===== src/rtl/rotary_pkg.sv =====
// rotary_pkg: shared direction/state types and step helpers for the rotary generator
package rotary_pkg;
    typedef enum logic {DIR_CW = 1'b0, DIR_CCW = 1'b1} dir_t;
    typedef enum logic [1:0] {IDLE = 2'd0, PULSE = 2'd1, GAP = 2'd2} state_t;
    function automatic int max_int(input int a, input int b);
        return a > b ? a : b;
    endfunction
    function automatic logic [7:0] step_pos(input logic [7:0] p, input dir_t d);
        return d == DIR_CCW ? p - 8'd1 : p + 8'd1;
    endfunction
endpackage


===== src/rtl/rotary_timer.sv =====
// rotary_timer: loadable down-counter that stops at zero and flags it
module rotary_timer #(
    parameter int W = 8
) (
    input  logic         clk,
    input  logic         rst_n,
    input  logic         load,
    input  logic [W-1:0] load_val,
    output logic         zero
);
    logic [W-1:0] cnt;
    assign zero = cnt == '0;
    // load takes priority; otherwise count down and hold at zero
    always_ff @(posedge clk or negedge rst_n) begin
        if (!rst_n) cnt <= '0;
        else if (load) cnt <= load_val;
        else if (!zero) cnt <= cnt - 1'b1;
    end
endmodule


===== src/rtl/rotary_gen.sv =====
// rotary_gen: emits quadrature-style step pulses on one of two lines per command
module rotary_gen import rotary_pkg::*; #(
    parameter int PULSE_CYCLES = 2000000,
    parameter int GAP_CYCLES   = 2000000
) (
    input  logic       clk,
    input  logic       rst_n,
    input  logic       cmd_valid,
    output logic       cmd_ready,
    input  logic       cmd_dir,
    input  logic [7:0] cmd_count,
    input  logic       abort,
    output logic [1:0] rotary_out,
    output logic [7:0] rotary_pos,
    output logic       busy,
    output logic       done
);
    localparam int TW = $clog2(max_int(PULSE_CYCLES, GAP_CYCLES) + 1);
    localparam logic [TW-1:0] P_LD = TW'(PULSE_CYCLES - 1);
    localparam logic [TW-1:0] G_LD = TW'(GAP_CYCLES - 1);
    state_t state, state_n;
    dir_t dir, dir_n;
    logic [7:0] rem, rem_n, rem_eff, pos_n;
    logic [1:0] out_n;
    logic done_n, t_load, t_zero;
    logic [TW-1:0] t_val;
    rotary_timer #(.W(TW)) u_timer (
        .clk      (clk),
        .rst_n    (rst_n),
        .load     (t_load),
        .load_val (t_val),
        .zero     (t_zero)
    );
    // abort collapses the remaining step count to the one in flight
    assign rem_eff = abort ? 8'd1 : rem;
    // next state, timer reloads and next registered outputs
    always_comb begin
        state_n = state;
        dir_n   = dir;
        rem_n   = rem;
        pos_n   = rotary_pos;
        done_n  = 1'b0;
        t_load  = 1'b0;
        t_val   = '0;
        case (state)
            IDLE: begin
                if (cmd_valid && cmd_ready) begin
                    if (cmd_count != 8'd0) begin
                        state_n = PULSE;
                        dir_n   = dir_t'(cmd_dir);
                        rem_n   = cmd_count;
                        pos_n   = step_pos(rotary_pos, dir_t'(cmd_dir));
                        t_load  = 1'b1;
                        t_val   = P_LD;
                    end else begin
                        done_n = 1'b1;
                    end
                end
            end
            PULSE: begin
                rem_n = rem_eff;
                if (t_zero) begin
                    state_n = GAP;
                    t_load  = 1'b1;
                    t_val   = G_LD;
                end
            end
            GAP: begin
                rem_n = rem_eff;
                if (t_zero) begin
                    rem_n = rem_eff - 8'd1;
                    if (rem_eff == 8'd1) begin
                        state_n = IDLE;
                        done_n  = 1'b1;
                    end else begin
                        state_n = PULSE;
                        pos_n   = step_pos(rotary_pos, dir);
                        t_load  = 1'b1;
                        t_val   = P_LD;
                    end
                end
            end
            default: state_n = IDLE;
        endcase
        out_n = state_n == PULSE ? (dir_n == DIR_CCW ? 2'b10 : 2'b01) : 2'b00;
    end
    // state and registered outputs; ready comes up on the first edge after reset
    always_ff @(posedge clk or negedge rst_n) begin
        if (!rst_n) begin
            state      <= IDLE;
            dir        <= DIR_CW;
            rem        <= 8'd0;
            rotary_out <= 2'b00;
            rotary_pos <= 8'd0;
            busy       <= 1'b0;
            done       <= 1'b0;
            cmd_ready  <= 1'b0;
        end else begin
            state      <= state_n;
            dir        <= dir_n;
            rem        <= rem_n;
            rotary_out <= out_n;
            rotary_pos <= pos_n;
            busy       <= state_n != IDLE;
            done       <= done_n;
            cmd_ready  <= state_n == IDLE;
        end
    end
endmodule


===== config.mk =====
export PLATFORM = sky130hd
export DESIGN_NAME = rotary_gen
export DESIGN_NICKNAME = d
export VERILOG_FILES = /design/src/rtl/rotary_pkg.sv /design/src/rtl/rotary_timer.sv /design/src/rtl/rotary_gen.sv
export SDC_FILE = /design/constraint.sdc
export NUM_CORES = 1
export LEC_CHECK = 0
export CAP_MARGIN = 20
export CORE_UTILIZATION = 50
export CTS_BUF_LIST = sky130_fd_sc_hd__clkbuf_4
export CTS_CLUSTER_DIAMETER = 120
export DETAILED_ROUTE_END_ITERATION = 12
export PLACE_DENSITY = 0.71
export SYNTH_ARGS = -nofsm -noshare
export SYNTH_HDL_FRONTEND = slang
export SYNTH_SLANG_ARGS = --single-unit

===== constraint.sdc =====
create_clock -name clk -period 4.2 [get_ports clk]
set_clock_uncertainty 0.2 [all_clocks]
set_input_delay 1.26 -clock clk [delete_from_list [all_inputs] [get_ports clk]]
set_output_delay 1.26 -clock clk [all_outputs]
set_load 0.01 [all_outputs]

==> impl_metrics.py <==
metrics = {
    "routing": {
        "drc": 0,
        "first_pass_iters": 4,
        "viasPerCell": 6.43,
        "vias": 2655,
        "drtIter0Drc": 175,
        "drt-wirelength-per-cell_um": 17.4,
        "ant_nets": 0,
        "wirelength_um": 7200,
    },
    "worst_setup_path": {
        "cp-end-kind": "flop",
        "critPathKind": "input pin to flop",
        "worstSetupStartpointType": "input pin",
        "arrival_ps": 3430,
        "critPathRequiredTime_ps": 4210,
        "crit_fanout": 13,
    },
    "sta": {
        "finalHoldViolCount": 0,
        "timing.hold.ws_ps": 284,
        "period_needed_ps": 3410,
        "drv_slew": 0,
        "setup_violations": 0,
        "relSlewSlack": 0.464,
        "rsz0062_at_grt": "no",
        "max_slew.worst_pin.slew_ps": 804,
        "period_share": 0.813,
        "fmax_mhz": 293,
        "timing.final.ws_setup_ps": 786,
        "tns_ps": 0,
    },
    "clocking": {
        "holdBufCountCts": 0,
        "cts_buffers": 5,
        "cts.sink_count": 45,
        "path_clk_slew_ps": 140,
        "cts.repair.resized": 0,
        "postCtsSetupBuffers": 0,
        "cts_tree": "done",
        "ctsHtreeMaxLevel": 2,
        "clock_path_buffers": 2,
        "insertion_delay_ps": 370,
        "cts_root_buffer": "clkbuf_4",
    },
    "final_layout": {
        "finalNetCount": 362,
        "fin_cells": 413,
        "antenna_cells_inserted": 0,
        "finalInstanceArea_mm2": 0.00329,
        "fillers": 548,
        "areaGrowthSynthToFinish_pct": 11.0,
        "drive_gt1_frac": 0.0968,
    },
    "die": {
        "start_util": 0.529,
        "die_w_um": 79.1,
        "io_pins": 26,
        "rows": 27,
        "core-area_mm2": 0.00561,
        "dieArea_mm2": 0.00625,
        "fp.dieH_um": 79.1,
    },
    "place": {
        "pre_cts_ws_ps": 388,
        "place_area_mm2": 0.00321,
        "dp.cells": 403,
        "port_buffers": 25,
        "gp_routability_congestion": 0.825,
        "dp.final_hpwl_um": 4960,
    },
    "grt": {
        "antenna_found_initial": 0,
        "track_usage": 0.253,
        "first_global_vias": 2602,
        "overflow": 0,
        "grt_pass1_wl_um": 12400,
        "grt_max_degree": 46,
    },
    "synthesis": {
        "synth_edf_count": 0,
        "seq_area_frac_synth": 0.379,
        "synthTopCellsByCount": "45 x dfrtp_1, 28 x nor2_1, 19 x o21ai_0",
        "syn_nets": 341,
        "yosysWarnings": 0,
        "syn_area_per_cell_um2": 9.31,
        "synthTopCellsByArea": "dfrtp_1 38%, ha_1 3.8%, nor2_1 3.5%",
        "yosys.area.top_type": "dfrtp_1",
        "yosys.area.top_type_share": 0.379,
        "synthFlopType": "dfrtp_1",
        "ys_ff_latch": 45,
        "syn-cell-area_mm2": 0.00297,
        "synth_most_common_cell": "dfrtp_1",
        "async_reset_ff_frac": 1.00,
        "yosysUniqueCellTypes": 67,
        "synthCells": 319,
    },
    "status": {
        "status": "complete, no violations",
    },
    "power": {
        "ir_worst_vdd_mv": 0.350,
        "p_leak_uw": 0.00124,
        "powerDensity_mw_per_mm2": 529,
    },
    "job": {
        "drv_cap": 0,
    },
    "worst_hold_path": {
        "min_path_type": "flop to flop",
    },
}
==> layer usage <==
layer	wire (um)	GRT usage
met2	3500	0.411
met3	239	0.0483
met4	111	0.0764
met5	0	0
met1	3350	0.340
==> metrics by stage <==
| stage | power, uW | utilization |
|---|---|---|
| detailed placement | 1510 | 0.572 |
| CTS | 1740 | 0.583 |
| global placement | 1480 | 0.572 |
| floorplan | 1240 | - |
| global route | 1870 | 0.587 |
| finish | 1740 | 0.587 |
==> worst max-delay path: stages <==
cell	delay, ps
clkdlybuf4s50_1	420
or4_1	590
o211a_1	310
nand2_1	150
o21a_1	470
o221ai_1	210
==> kinds of logic after synthesis <==
logic type,after synthesis,synth area share
flip-flops,45,0.379
AO/OA/AOI/OAI,103,0.238
adder cells (fa/ha/maj),9,0.0379
multiplexers,6,0.0206
buffers and inverters,31,0.0581
AND/OR/NAND/NOR,108,0.216
XOR/XNOR,17,0.0501
==> report_power, final <==
part / internal, uW / switching (uW)
clock network: 79.3 / 151
registers: 562 / 140
logic: 372 / 440
==> worst paths after layout <==
| check | startpoint | endpoint | slack, ps | depth (start not counted) |
|---|---|---|---|---|
| min reg2reg | rotary_pos[7] | rotary_pos[7] | 280 | 1 |
| max reg2reg | u_timer.cnt[0] | u_timer.cnt[17] | 1270 | 7 |
| min in group asynchronous | rst_n | rem[3] | 490 | 1 |
| max in group asynchronous | rst_n | u_timer.cnt[1] | 2840 | 2 |
| max | cmd_count[4] | u_timer.cnt[2] | 790 | 6 |
| min | rotary_pos[7] | rotary_pos[7] | 280 | 1 |
==> flip-flops by register name, indices dropped and copies added, names as in the netlist <==
| name | count |
|---|---|
| cmd_ready | 1 |
| busy | 1 |
| dir | 1 |
| rem | 8 |
| state | 2 |
| u_timer.cnt | 21 |
| rotary_pos | 8 |
| rotary_out | 2 |
| done | 1 |
==> placed cells by master, fill, tap and decap left out, types with 8 or more instances in the layout <==
cell              n
dfrtp_1          45
nor2_1           28
clkdlybuf4s50_1  24
o21ai_0          19
a21oi_1          17
inv_1            16
nand2_1          15
o211ai_1         12
xor2_1           10
ha_1              9
nand3_1           8
o21ai_1           8
==> area by class of cell <==
type                       instances  area [um2]  share of cell area
clock buffer                       7        52.6              0.0160
clock inverter                     1        7.51             0.00228
inverter                          16        60.1              0.0182
multi-input combinational        243        1670               0.507
sequential                        45        1130               0.342
tap                               72        90.1              0.0273
timing repair buffer              29         288              0.0874
Note: power is estimated with default switching activity, not from simulation.
